## src/rtl/mem_controller.sv

```systemverilog
// Single-port RAM front end: arbitrates instruction fetches and data loads/stores with fixed LAT.
// Optional MEM_CTRL_MISALIGN_ERR_EN adds derr and answers misaligned data accesses without touching RAM.
module mem_controller #(
  parameter int unsigned LAT    = 2,
  parameter int unsigned ADDR_W = 32
) (
  input  logic              clk,
  input  logic              nrst,
  input  logic              imem_ren,
  input  logic [ADDR_W-1:0] imem_addr,
  output logic [31:0]       imem_load,
  output logic              ihit,
  input  logic              dmem_ren,
  input  logic              dmem_wen,
  input  logic [ADDR_W-1:0] dmem_addr,
  input  logic [1:0]        dmem_width,
  input  logic [31:0]       dmem_store,
  output logic [31:0]       dmem_load,
  output logic              dhit,
  output logic              ram_ren,
  output logic              ram_wen,
  output logic [ADDR_W-1:0] ram_addr,
  output logic [3:0]        ram_be,
  output logic [31:0]       ram_wdata,
`ifdef MEM_CTRL_MISALIGN_ERR_EN
  output logic              derr,
`endif
  input  logic [31:0]       ram_rdata
);

  typedef enum logic [1:0] {IDLE = 2'd0, BUSY = 2'd1, RESP = 2'd2} state_t;

  localparam logic [3:0] LAT_LAST = 4'(LAT - 1);

  state_t            state_r, state_nxt_s;
  logic [3:0]        cnt_r;
  logic              last_d_r;
  logic              kind_d_r, kind_wr_r;
  logic [ADDR_W-1:0] addr_r;
  logic [1:0]        width_r;
  logic [31:0]       store_r;
  logic              d_pend_s, i_pend_s, grant_any_s, grant_d_s, misalign_s;

  // Sub-word lane offset; misaligned halves/words are aligned down.
  function automatic logic [1:0] lane_off(input logic [1:0] a, input logic [1:0] w);
    case (w)
      2'b00:   lane_off = a;
      2'b01:   lane_off = {a[1], 1'b0};
      default: lane_off = 2'b00;
    endcase
  endfunction

  function automatic logic [31:0] lane_extract(input logic [31:0] d, input logic [1:0] a,
                                               input logic [1:0] w);
    logic [31:0] sh;
    sh = d >> {lane_off(a, w), 3'b000};
    case (w)
      2'b00:   lane_extract = {24'h000000, sh[7:0]};
      2'b01:   lane_extract = {16'h0000, sh[15:0]};
      default: lane_extract = sh;
    endcase
  endfunction

  function automatic logic [3:0] store_be(input logic [1:0] a, input logic [1:0] w);
    case (w)
      2'b00:   store_be = 4'b0001 << a;
      2'b01:   store_be = 4'b0011 << {a[1], 1'b0};
      default: store_be = 4'b1111;
    endcase
  endfunction

  function automatic logic [31:0] store_data(input logic [31:0] s, input logic [1:0] w);
    case (w)
      2'b00:   store_data = {4{s[7:0]}};
      2'b01:   store_data = {2{s[15:0]}};
      default: store_data = s;
    endcase
  endfunction

  assign d_pend_s    = dmem_ren | dmem_wen;
  assign i_pend_s    = imem_ren;
  assign grant_any_s = d_pend_s | i_pend_s;
  assign grant_d_s   = d_pend_s & (~i_pend_s | ~last_d_r);

`ifdef MEM_CTRL_MISALIGN_ERR_EN
  assign misalign_s = grant_d_s & (((dmem_width == 2'b01) & dmem_addr[0]) |
                                   (dmem_width[1] & (dmem_addr[1:0] != 2'b00)));
`else
  assign misalign_s = 1'b0;
`endif

  // State register
  always_ff @(posedge clk or negedge nrst) begin
    if (!nrst) state_r <= IDLE;
    else       state_r <= state_nxt_s;
  end

  // Next-state logic
  always_comb begin
    state_nxt_s = state_r;
    case (state_r)
      IDLE: begin
        if (grant_any_s) state_nxt_s = misalign_s ? RESP : BUSY;
        else             state_nxt_s = IDLE;
      end
      BUSY: begin
        if (cnt_r == LAT_LAST) state_nxt_s = RESP;
        else                   state_nxt_s = BUSY;
      end
      RESP:    state_nxt_s = IDLE;
      default: state_nxt_s = IDLE;
    endcase
  end

  // Request latch, grant history and latency counter
  always_ff @(posedge clk or negedge nrst) begin
    if (!nrst) begin
      cnt_r     <= 4'd0;
      last_d_r  <= 1'b0;
      kind_d_r  <= 1'b0;
      kind_wr_r <= 1'b0;
      addr_r    <= '0;
      width_r   <= 2'b00;
      store_r   <= 32'h0;
    end else if (state_r == IDLE && grant_any_s) begin
      cnt_r     <= 4'd0;
      last_d_r  <= grant_d_s;
      kind_d_r  <= grant_d_s;
      kind_wr_r <= grant_d_s & dmem_wen;
      addr_r    <= grant_d_s ? dmem_addr : imem_addr;
      width_r   <= grant_d_s ? dmem_width : 2'b10;
      store_r   <= dmem_store;
    end else if (state_r == BUSY) begin
      cnt_r <= cnt_r + 4'd1;
    end
  end

  // Registered completion outputs; load data holds outside completions
  always_ff @(posedge clk or negedge nrst) begin
    if (!nrst) begin
      ihit      <= 1'b0;
      dhit      <= 1'b0;
      imem_load <= 32'h0;
      dmem_load <= 32'h0;
`ifdef MEM_CTRL_MISALIGN_ERR_EN
      derr      <= 1'b0;
`endif
    end else begin
      ihit <= (state_r == BUSY) & (state_nxt_s == RESP) & ~kind_d_r;
      dhit <= (state_nxt_s == RESP) & (((state_r == BUSY) & kind_d_r) | (state_r == IDLE));
`ifdef MEM_CTRL_MISALIGN_ERR_EN
      derr <= (state_r == IDLE) & (state_nxt_s == RESP);
`endif
      if (state_r == BUSY && state_nxt_s == RESP) begin
        if (kind_d_r) dmem_load <= kind_wr_r ? 32'h0 : lane_extract(ram_rdata, addr_r[1:0], width_r);
        else          imem_load <= ram_rdata;
      end else if (state_r == IDLE && state_nxt_s == RESP) begin
        dmem_load <= 32'h0;
      end
    end
  end

  // RAM port decode, from the latched request only
  always_comb begin
    ram_ren   = 1'b0;
    ram_wen   = 1'b0;
    ram_addr  = '0;
    ram_be    = 4'b0000;
    ram_wdata = 32'h0;
    if (state_r == BUSY) begin
      ram_ren  = ~kind_wr_r;
      ram_wen  = kind_wr_r;
      ram_addr = {addr_r[ADDR_W-1:2], 2'b00};
      if (kind_wr_r) begin
        ram_be    = store_be(addr_r[1:0], width_r);
        ram_wdata = store_data(store_r, width_r);
      end else begin
        ram_be    = 4'b0000;
        ram_wdata = 32'h0;
      end
    end else begin
      ram_ren = 1'b0;
    end
  end

endmodule

```

## config.mk

```make
export PLATFORM = sky130hd
export DESIGN_NAME = mem_controller
export DESIGN_NICKNAME = d
export VERILOG_FILES = /design/src/rtl/mem_controller.sv
export SDC_FILE = /design/constraint.sdc
export NUM_CORES = 1
export LEC_CHECK = 0
export ABC_CLOCK_PERIOD_IN_PS = 2610
export BUFFER_PORTS_ARGS = -buffer_cell sky130_fd_sc_hd__buf_2
export CORE_AREA = 4 4 173 175
export CTS_CLUSTER_DIAMETER = 200
export DETAILED_ROUTE_END_ITERATION = 8
export DIE_AREA = 0 0 177 179
export GPL_TIMING_DRIVEN = 0
export PLACE_DENSITY_LB_ADDON = 0.1
export SLEW_MARGIN = 0
export SYNTH_ARGS = -nofsm -noshare
export SYNTH_HDL_FRONTEND = slang
export SYNTH_SLANG_ARGS = --single-unit
```

## constraint.sdc

```tcl
create_clock -name clk -period 2.61 [get_ports clk]
set_input_delay 0.3915 -clock clk [delete_from_list [all_inputs] [get_ports clk]]
set_output_delay 0.3915 -clock clk [all_outputs]
set_load 0.01 [all_outputs]
```

== Yosys cells after proc, flatten, opt, wreduce, memory -nomap -nowiden ==
Index checks and enable logic that the tools add are counted.

* Register bits: 140
* Input bits: 135
* Output and inout bits: 136

* Add/subtract/negate cells: 1
* Eq/ne operators: 5
* Shift operators: 3
* Muxes and demuxes: 24
* Bitwise logic cells: 13
* Reductions and logical operators: 9

{| class="wikitable"
|+ Operators with widths
! cell !! count
|-
| two-way mux 32 bit || 8
|-
| case mux 32 bit (2 select lines) || 2
|-
| right shift 32 x 5 -> 32 bit || 1
|-
| two-way mux 4 bit || 4
|-
| two-way mux 2 bit || 4
|-
| case mux 2 bit (2 select lines) || 2
|-
| case mux 4 bit (2 select lines) || 1
|-
| bitwise AND 1 bit || 6
|-
| adder 4 x 1 -> 4 bit (second input constant) || 1
|-
| equality test 2 x 1 -> 1 bit (second input constant) || 2
|-
| equality test 4 x 1 -> 1 bit (second input constant) || 1
|-
| zero test 2 bit || 2
|-
| OR 1 bit || 4
|-
| AND reduction 2 bit || 2
|-
| nonzero test 2 bit || 2
|-
| << shifter 1 x 2 -> 4 bit (first input constant) || 1
|-
| << shifter 2 x 2 -> 4 bit (first input constant) || 1
|-
| logical AND 1 bit || 3
|-
| two-way mux 1 bit || 3
|-
| inverter 1 bit || 3
|-
| equality test 2 bit (second input constant) || 1
|-
| inequality test 2 bit (second input constant) || 1
|}

== Logic depth before layout (Yosys ltp) ==
Gate-level depths: netlist of run 1.

* Depth after elaboration: 12
* Depth in mapped cells: 8
* Gate-level depth less buffers: 7

== Least setup slack after synthesis of run 1 ==
OpenSTA, ideal clock, no wires.

* Kind: reg-to-reg
* Start: register cnt_r[1]
* End: register imem_load[10]
* Setup time: 0.125 ns
* Arrival: 1.623 ns
* Data required time: 2.485 ns
* Path slack: 0.862 ns
* Stages on the path, launching flop included: 9
* Buffers on the path: 2
* Cell sequence: dfrtp_1 > inv_1 > ha_1 > nor3b_2 > and2_4 > nor2b_4 > buf_6 > buf_12 > mux2_4

* Word-level cells in the longest chain between the ends: 6

{| class="wikitable"
|+ Ends and longest elaborated chain
! item !! line !! RTL
|-
| start: declaration || 36 || <nowiki>logic [3:0] cnt_r;</nowiki>
|-
| start signal: assignment || 134 || <nowiki>cnt_r <= cnt_r + 4'd1;</nowiki>
|-
| equality test 4 x 1 -> 1 bit || 107 || <nowiki>if (cnt_r == LAT_LAST) state_nxt_s = RESP;</nowiki>
|-
| two-way mux 2 bit || 107 ||
|-
| case mux 2 bit (2 select lines) || 101 || <nowiki>case (state_r)</nowiki>
|-
| net state_nxt_s[1] || 35 || <nowiki>state_t state_r, state_nxt_s;</nowiki>
|-
| equality test 2 bit || 154 || <nowiki>if (state_r == BUSY && state_nxt_s == RESP) begin</nowiki>
|-
| logical AND 1 bit || 154 ||
|-
| AND reduction 2 bit (no line) || -- ||
|-
| end signal: assignment || 156 || <nowiki>else imem_load <= ram_rdata;</nowiki>
|-
| end: declaration || 11 || <nowiki>output logic [31:0] imem_load,</nowiki>
|}

The timed path passes the listed nets, and every way through them passes these cells.
A chain may end at the register's enable or synchronous reset.

== Worst setup path after layout of run 1 ==
* Start: register width_r[1]
* End: output port ram_wdata[20]

* Word-level cells in the longest chain between the ends: 4

{| class="wikitable"
|+ Ends and longest elaborated chain
! item !! line !! RTL
|-
| start: declaration || 40 || <nowiki>logic [1:0] width_r;</nowiki>
|-
| start signal: assignment || 131 || <nowiki>width_r <= grant_d_s ? dmem_width : 2'b10;</nowiki>
|-
| equality test 2 x 1 -> 1 bit or zero test 2 bit (tied branches) || 73 || <nowiki>case (w)</nowiki>
|-
| case mux 32 bit (2 select lines) * || 73 ||
|-
| two-way mux 32 bit * || 174 || <nowiki>if (kind_wr_r) begin</nowiki>
|-
| two-way mux 32 bit * || 170 || <nowiki>if (state_r == BUSY) begin</nowiki>
|-
| end: declaration || 24 || <nowiki>output logic [31:0] ram_wdata,</nowiki>
|}

Every way passes the cells marked *; elsewhere a longest branch is shown, timed or not.

==> out/results.tsv, run 1 <==
stage	metric	value	unit
run_status	outcome	complete, no violations	
layout	final_common_cell	buf_2	
timing	slew_headroom	0.5500	
critical_path	slowest_delay	0.32	ns
clock_network	cts_buffers	17	
critical_path	critical_path_class	reg -> out	
yosys	syn_inst	734	
global_route	track_usage	0.1561	
routing	drtPass1Iterations	4	
yosys	synth_compound_gate_area_share	0.1012	
global_route	grt_max_degree	82	
yosys	avgSynthCellArea	9.570	um^2
floorplanning	initial_utilization	0.2467	
global_route	gr-total-overflow	0	
floorplanning	die_h	179	um
clock_network	cts_max_path_buffers	2	
placement	portBuffers	268	
routing	wire_per_inst	17.63	um
timing	hold_viol	0	
critical_path	cp_num_buf_inv	4	
routing	dr_wl_met2	11.98	mm
critical_path	path_max_fanout	10	
global_route	grt_first_pass_wirelength	37.95	mm
critical_path	end_kind	output pin	
yosys	synthMuxAreaShare	0.1580	
yosys	ys_ff_latch	140	
critical_path	path_cells	buf_2 -> buf_2 -> buf_2 -> mux2i_1 -> nor2_1 -> buf_2	
routing	dr_wl_met3	1.637	mm
layout	syn_to_final_growth	35.07	%
timing	rsz0062_at_grt	no	
critical_path	arrival	2.00	ns
clock_network	clkTransAtPathRegs	0.07	ns
yosys	ys.flop_type	dfrtp_1	
floorplanning	num_io_pins	271	
critical_path	slowest_stage	buf_2	
layout	multi_input_area	3169	um^2
hold_path	min_path_type	in -> reg	
critical_path	critPathTopFamily	buffers and inverters	
clock_network	cts_tree	built	
clock_network	cts_root_buf	clkbuf_16	
layout	fin_nets	1161	
yosys	yosysSeqAreaShare	0.4988	
routing	vias	6132	
yosys	yosys.area_share.simple	0.1861	
routing	antenna_left	0	
placement	gp_congestion	0.7465	
yosys	synthAdderAreaFrac	0.003563	
layout	seqCellArea	3503	um^2
floorplanning	core	28470	um^2
routing	wirelength	25.07	mm
layout	mostFrequentLayoutCells	buf_2 (287), nand2_1 (189), dfrtp_1 (140)	
floorplanning	die_x	177	um
flow_run	max_cap_viol_count	0	
critical_path	cp-start-kind	flop	
floorplanning	dieArea	31680	um^2
layout	final_util	0.3333	
routing	drtIter0Drc	331	
layout	drive_gt1_frac	0.3587	
routing	drc	0	
global_route	first_global_vias	6424	
power	ir_drop	0.0004137	V
timing	clock.fmax	417.5	MHz
placement	hpwl	18.90	mm
global_route	antenna_found_initial	2	
power	p_leak	5.017	nW
clock_network	clk_latency	0.43	ns
critical_path	crit_path_frequent_cell	buf_2	
timing	worst_pin_slew	0.6724	ns
routing	vias_per_cell	4.312	
routing	top_layer_used	met5	
timing	setup_viol	0	
clock_network	clock_sinks	140	
yosys	ys_warn_count	0	
floorplanning	rows	62	
yosys	ys_types	42	
routing	wl_met1	11.31	mm
timing	fin_worst_skew	0.01364	ns
yosys	async_flop_share	1.000	
timing	drv_slew	0	
yosys	synth_top_family_by_area	simple AND/OR/NAND/NOR gates	
yosys	synth-edff-count	0	
power	p_per_area	1269	nW/um^2
power	power.total	12.04	mW
yosys	syn_area	7024	um^2
timing	fin_crit_sh	0.9177	
layout	nFillCells	3066	
timing	period_minus_slack	2.395	ns
yosys	synth_xor_area_frac	0.001247	
critical_path	required	2.22	ns
clock_network	htree_num_levels	4	
worst min-delay path, delay by kind of cell:
kind | cells | cell delay (ns)
AND/OR/NAND/NOR | 2 | 0.08
buffers and inverters | 1 | 0.08
routing by layer:
metal | global-route usage | up-vias
met5 | 0 | -
met4 | 0.02805 | 4
met3 | 0.04154 | 13
met2 | 0.2601 | 183
met1 | 0.2070 | 2912
li1 | - | 3020
through the flow:
step / cells / setup TNS (ns) / setup slack, ns / hold WS [ns] / instance area (um^2)
after floorplan: 735 / 0 / 0.8617 / 0.09591 / 7028
after global placement: 1387 / -178.73 / -1.290 / 0.4477 / 8850
after detailed placement: 1388 / 0 / 0.4973 / 0.3832 / 8887
after CTS: 1421 / 0 / 0.02716 / 0.1307 / 9483
after global routing: 1421 / 0 / 0.01083 / 0.1441 / 9485
final: 1422 / 0 / 0.2149 / 0.1545 / 9488
power breakdown:
group,total [mW],switching (mW),internal [mW]
registers,3.90,0.666,3.23
clock network,2.45,1.14,1.30
logic,5.70,3.29,2.41
total,12.0,5.10,6.95
cell type report:
cell class,instances,share of cell area
repair buffers,270,0.1464
plain buffers,53,0.03218
clock inverters,14,0.01543
clock buffers,18,0.04629
inverters,14,0.005539
multi-input cells,528,0.3340
flip-flops and latches,140,0.3692
well taps,384,0.05064
diodes,1,0.0002637
registers in the layout, indices dropped and copies added, names as in the netlist:
signal	flops
width_r	2
dhit	1
cnt_r	4
dmem_load	32
kind_wr_r	1
state_r	2
ihit	1
store_r	32
addr_r	32
imem_load	32
kind_d_r	1
cell usage after synthesis, drive strengths merged (4+ instances only):
cell	number	share of area
nand2	189	0.10
dfrtp	140	0.50
o21ai	69	0.049
mux2i	64	0.091
nor2	42	0.022
and2	32	0.029
mux2	32	0.067
buf	30	0.031
a21oi	29	0.021
clkbuf	23	0.012
nand3	20	0.015
inv	13	0.0069
a21o	10	0.011
and3	8	0.0071
a22oi	7	0.0075
nor2b	4	0.0057
final timing paths:
check | startpoint | end | slack, ns | cells past startpoint
min reg2reg | dmem_load[27] | dmem_load[27] | 0.46 | 2
max reg2reg | cnt_r[1] | dmem_load[24] | 0.65 | 8
min in group asynchronous | nrst | addr_r[8] | 0.51 | 2
max | width_r[1] | ram_wdata[20] | 0.21 | 6
max in group asynchronous | nrst | store_r[26] | 1.30 | 3
min | dmem_store[21] | store_r[21] | 0.15 | 3
what timing repair did:
item | 4_1_cts | 5_1_grt
hold endpoints to repair | 59 | 0
endpoints found under the setup margin | 0 | 17
resized for setup | 0 | 4
setup buffers | 0 | 0
hold buffers | 1 | 0
logic make-up after synthesis:
kind of cell / count (synthesis)
muxes: 96
other: 1
buffers and inverters: 67
DFF: 140
AOI/OAI and AO/OA: 126
adders and majority gates: 2
and+or+nand+nor: 301
xor gates and xnor gates: 1
(Power assumes the default switching activity.)
==> run 2: changes to the inputs <==
--- a/config.mk
+++ b/config.mk
@@ -7,10 +7,10 @@
 export LEC_CHECK = 0
 export ABC_CLOCK_PERIOD_IN_PS = 2610
 export BUFFER_PORTS_ARGS = -buffer_cell sky130_fd_sc_hd__buf_2
-export CORE_AREA = 4 4 173 175
+export CORE_AREA = 2 2 171 173
 export CTS_CLUSTER_DIAMETER = 200
 export DETAILED_ROUTE_END_ITERATION = 8
-export DIE_AREA = 0 0 177 179
+export DIE_AREA = 0 0 173 175
 export GPL_TIMING_DRIVEN = 0
 export PLACE_DENSITY_LB_ADDON = 0.1
 export SLEW_MARGIN = 0
==> run 2 against run 1 <==
Against the previous run:
- critical path depth did not move
- combinational power barely moved
- first-iteration DRC count fell by 11%
- worst hold slack got worse by 0.00078 ns
- highest routed layer is now met4
==> out/results.tsv, run 2 (same netlist as run 1, synthesis figures left out) <==
stage	metric	value	unit
global_route	first_global_vias	6325	
routing	antenna_left	0	
routing	vias_per_cell	4.315	
placement	gp_congestion	0.7456	
floorplanning	die_h	175	um
critical_path	critical_path_class	reg -> out	
placement	portBuffers	268	
layout	syn_to_final_growth	34.68	%
hold_path	min_path_type	in -> reg	
clock_network	cts_max_path_buffers	2	
clock_network	cts_tree	built	
floorplanning	core	28390	um^2
global_route	grt_first_pass_wirelength	38.43	mm
clock_network	cts_buffers	17	
clock_network	clk_latency	0.42	ns
layout	drive_gt1_frac	0.3587	
floorplanning	rows	62	
power	comb_power_share	0.476	
layout	final_util	0.3332	
power	power.total	11.97	mW
routing	wire_per_inst	17.17	um
floorplanning	dieArea	30280	um^2
timing	period_minus_slack	2.469	ns
power	ir_drop	0.0004524	V
placement	place_area	8887	um^2
clock_network	htree_num_levels	4	
critical_path	path_cells	buf_2 -> buf_2 -> clkbuf_2 -> o21ai_0 -> a21oi_1 -> buf_2	
critical_path	end_kind	output pin	
layout	fin_cells	1424	
global_route	track_usage	0.1651	
layout	final_common_cell	buf_2	
placement	dp_cells	1388	
timing	rsz0062_at_grt	no	
critical_path	crit_start	width_r[1]	
floorplanning	num_io_pins	271	
timing	drv_slew	0	
power	clkPwrFrac	0.197	
power	p_sw_frac	0.4238	
critical_path	path_max_fanout	10	
critical_path	slowest_delay	0.31	ns
critical_path	r2r_start	cnt_r[1]	
timing	fin_crit_sh	0.9461	
floorplanning	die_x	173	um
timing	clock.fmax	405.0	MHz
layout	fin_nets	1161	
timing	setup_viol	0	
power	intPower	6.895	mW
timing	fin_tns_setup	0	ns
power	power_switching	5.072	mW
global_route	antenna_found_initial	3	
power	seqPwrFrac	0.328	
critical_path	cp-start-kind	flop	
routing	wirelength	24.45	mm
timing	worst_pin_slew	0.7458	ns
clock_network	cts_root_buf	clkbuf_16	
layout	design_area	9460	um^2
routing	vias	6144	
timing	hold_viol	0	
clock_network	cts_setup_buffers	0	
power	p_leak	4.999	nW
power	p_per_area	1265	nW/um^2
global_route	grt_max_degree	101	
clock_network	clock_sinks	140	
clock_network	clkTransAtPathRegs	0.07	ns
flow_run	max_cap_viol_count	0	
routing	drc	0	
hold_path	worstHoldStart	dmem_store[17]	
critical_path	arrival	2.08	ns
run_status	outcome	complete, no violations	
critical_path	required	2.22	ns
routing	drtPass1Iterations	4	
global_route	gr-total-overflow	0	
routing	drtIter0Drc	294	
placement	hpwl	18.18	mm
floorplanning	initial_utilization	0.2474	
critical_path	slowest_stage	dfrtp_1	
layout	mostFrequentLayoutCells	buf_2 (286), nand2_1 (189), dfrtp_1 (140)	
timing	slew_headroom	0.4995	
critical_path	crit_path_frequent_cell	buf_2	
timing	fin_worst_skew	0.01031	ns
==> run 2: final timing paths <==
| path | endpoint | cells after the start | slack, ns |
|---|---|---|---|
| max | ram_wdata[10] | 6 | 0.14 |
| min | store_r[17] | 3 | 0.15 |
| max reg2reg | imem_load[12] | 8 | 0.66 |
| min reg2reg | dmem_load[29] | 2 | 0.46 |
| max in group asynchronous | dmem_load[24] | 3 | 1.31 |
| min in group asynchronous | imem_load[10] | 2 | 0.45 |
==> run 2: worst max-delay path: cells and delay by family, from the launching register on <==
kind,cells,cell delay [ns]
AO/OA/AOI/OAI,2,0.35
buffers and inverters,4,0.99
flip-flops,1,0.31
==> run 2: final cells by class <==
class,count,area (um^2)
buffer,53,307.8
multi-input combinational,528,3169
inverter,14,52.55
fill,3117,18930
antenna,3,7.507
sequential,140,3503
tap,384,480.5
clock inverter,15,125.1
timing repair buffer,270,1389
clock buffer,17,425.4
==> run 2: timing repair <==
item | 4_1_cts | 5_1_grt
hold endpoints to repair | 40 | 0
resized for setup | 1 | 3
hold buffers | 1 | 0
endpoints found under the setup margin | 1 | 7
pin swaps | 0 | 0
==> run 2: metal layers <==
layer,up-vias,track usage,routed length [um]
met2,203,0.2672,11380
met1,2894,0.2216,11490
met3,14,0.04003,1288
met5,-,0,0
li1,3033,-,-
met4,0,0.04167,285
==> run 2: power groups by stage <==
stage	clock [mW]	sequential, mW	combinational [mW]
global route	2.54	4.08	6.39
detailed placement	0	3.96	5.79
finish	2.35	3.92	5.69
CTS	2.44	3.93	5.80
floorplan	0	4.01	3.44
global placement	0	3.93	5.77
==> run 2: stage by stage <==
step                      worst slack, ns  hold WS [ns]
after global placement             -1.308        0.4476
after detailed placement           0.4326        0.3110
after global routing              0.01546        0.1477
after floorplan                    0.8617       0.09591
after CTS                         0.06984        0.1314
final                              0.1407        0.1537
==> run 3: changes to the inputs <==
--- a/config.mk
+++ b/config.mk
@@ -5,12 +5,13 @@
 export SDC_FILE = /design/constraint.sdc
 export NUM_CORES = 1
 export LEC_CHECK = 0
+export ABC_AREA = 1
 export ABC_CLOCK_PERIOD_IN_PS = 2610
 export BUFFER_PORTS_ARGS = -buffer_cell sky130_fd_sc_hd__buf_2
-export CORE_AREA = 2 2 171 173
+export CORE_AREA = 2 2 128 224
 export CTS_CLUSTER_DIAMETER = 200
 export DETAILED_ROUTE_END_ITERATION = 8
-export DIE_AREA = 0 0 173 175
+export DIE_AREA = 0 0 130 226
 export GPL_TIMING_DRIVEN = 0
 export PLACE_DENSITY_LB_ADDON = 0.1
 export SLEW_MARGIN = 0
==> run 3 against run 2 <==
Against the previous run:
- design area shrank 2.2%
- sequential share of layout area increased by 0.84 points
- final cell count grew 11%
- largest power group unchanged
==> out/results.tsv, run 3 <==
stage	metric	value	unit
run_status	outcome	complete, no violations	
yosys	avgSynthCellArea	7.559	um^2
clock_network	cts_root_buf	clkbuf_16	
routing	vias	6839	
global_route	antenna_found_initial	3	
power	power.total	12.24	mW
power	intPower	6.684	mW
floorplanning	die_h	226	um
yosys	ys_ff_latch	140	
clock_network	cts_buffers	17	
routing	vias_per_cell	4.331	
routing	wire_per_inst	17.47	um
timing	slew_headroom	0.6009	
global_route	first_global_vias	7237	
layout	mostFrequentLayoutCells	nand2_1 (346), buf_2 (293), dfrtp_1 (140)	
floorplanning	die_x	130	um
placement	dp_cells	1544	
floorplanning	rows	81	
power	power_switching	5.559	mW
timing	fin_worst_skew	0.004906	ns
placement	hpwl	21.47	mm
placement	gp_congestion	0.8081	
clock_network	clkTransAtPathRegs	0.06	ns
clock_network	htree_num_levels	4	
yosys	ys_warn_count	0	
critical_path	required	2.22	ns
timing	rsz0062_at_grt	no	
yosys	syn_inst	901	
timing	clock.fmax	413.6	MHz
clock_network	cts_max_path_buffers	2	
hold_path	min_path_type	in -> reg	
clock_network	post_cts_resized	0	
timing	setup_viol	0	
yosys	synth_area_leaders	dfrtp_1 (51%), nand2_1 (19%), a21oi_1 (6.9%)	
routing	wirelength	27.59	mm
routing	drtPass1Iterations	4	
routing	drtIter0Drc	320	
layout	fin_nets	1328	
critical_path	end_kind	output pin	
yosys	synth-edff-count	0	
floorplanning	initial_utilization	0.2461	
flow_run	max_cap_viol_count	0	
critical_path	cp-start-kind	flop	
routing	drc	0	
power	clkPwrFrac	0.199	
power	p_leak	5.162	nW
yosys	yosysSeqAreaShare	0.5144	
timing	fin_crit_sh	0.9264	
yosys	yosys-top-cells-count	nand2_1 (346), dfrtp_1 (140), nor2_1 (99)	
placement	place_area	8660	um^2
yosys	yosys.area.top_type_share	0.5144	
yosys	ys_types	28	
yosys	synth_most_common_cell	nand2_1	
power	ir_drop	0.0005140	V
placement	portBuffers	268	
timing	hold_viol	0	
layout	final_util	0.3343	
power	seqPwrFrac	0.310	
power	p_per_area	1324	nW/um^2
critical_path	path_max_fanout	10	
global_route	track_usage	0.1929	
yosys	syn_area	6810	um^2
floorplanning	num_io_pins	271	
yosys	async_flop_share	1.000	
power	p_sw_frac	0.4541	
floorplanning	core	27670	um^2
global_route	grt_max_degree	93	
floorplanning	dieArea	29380	um^2
power	comb_power_share	0.491	
timing	worst_pin_slew	0.5987	ns
clock_network	clk_latency	0.44	ns
layout	drive_gt1_frac	0.2949	
timing	hold_slack	0.1436	ns
global_route	gr-total-overflow	0	
clock_network	cts_tree	built	
timing	drv_slew	0	
layout	design_area	9250	um^2
critical_path	critical_path_class	reg -> out	
routing	antenna_left	0	
clock_network	cts_setup_buffers	0	
layout	syn_to_final_growth	35.83	%
global_route	grt_first_pass_wirelength	41.62	mm
timing	period_minus_slack	2.418	ns
layout	final_common_cell	nand2_1	
yosys	ys.flop_type	dfrtp_1	
layout	fin_cells	1579	
yosys	synth_top_area_cell	dfrtp_1	
critical_path	arrival	2.03	ns
clock_network	clock_sinks	140	
[run 3: stage by stage]
stage | TNS (ns) | setup slack (ns)
after CTS | 0 | 0.1123
after global routing | 0 | 0.04677
after global placement | -176.82 | -1.288
final | 0 | 0.1922
after floorplan | 0 | 0.9686
after detailed placement | 0 | 0.6022
[run 3: layout make-up]
class | instances | area [um^2]
Antenna cell | 2 | 5.005
Buffer | 55 | 306.5
Clock buffer | 18 | 429.2
Clock inverter | 14 | 146.4
Fill cell | 3095 | 18420
Inverter | 54 | 203.9
Multi-Input combinational cell | 653 | 2800
Sequential cell | 140 | 3503
Tap cell | 373 | 466.7
Timing Repair Buffer | 270 | 1389
[run 3: worst paths after layout]
path	cells after the start	endpoint	from	slack, ns
min in group asynchronous	2	addr_r[16]	nrst	0.45
worst min register to register	2	store_r[27]	store_r[27]	0.47
worst max register to register	5	store_r[4]	state_r[1]	0.95
worst max-delay path	7	ram_wdata[1]	state_r[1]	0.19
max in group asynchronous	3	dmem_load[21]	nrst	1.30
worst min-delay path	3	store_r[13]	dmem_store[13]	0.14
[run 3: logic make-up after synthesis]
logic type | count (synthesis) | synth area share
AO/OA/AOI/OAI | 133 | 0.09976
XOR/XNOR | 1 | 0.001286
flip-flops | 140 | 0.5144
other | 1 | 0.0005506
adder cells (fa/ha/maj) | 2 | 0.003674
buffers and inverters | 109 | 0.07495
AND/OR/NAND/NOR | 515 | 0.3053
[run 3: repair_timing]
action,in CTS,in global routing
hold buffers,1,0
endpoints found under the setup margin,0,0
endpoints found under the hold margin,48,0
[run 3: routing by layer]
metal  part of all wire  wire length (um)  up-vias  global-route usage
li1                   -                 -     3408                   -
met1               0.38             10480     3194              0.2078
met2               0.55             15060      201              0.3543
met3              0.051              1410       34             0.04762
met4              0.023               640        2             0.07666
met5            0.00040                11        -                   0
[run 3: power groups by stage]
stage / Combinational [mW] / Sequential (mW) / Clock [mW]
floorplan: 3.57 / 3.91 / 0
global route: 6.85 / 3.93 / 2.59
finish: 6.01 / 3.80 / 2.44
global placement: 6.13 / 3.83 / 0
CTS: 6.17 / 3.81 / 2.53
detailed placement: 6.14 / 3.84 / 0
[run 3: worst max-delay path: stages (launching register included)]
cell	delay, ns
dfrtp_1	0.41
nor2_4	0.18
inv_2	0.11
nor2_4	0.16
inv_2	0.12
buf_2	0.20
nor2_1	0.21
buf_2	0.18
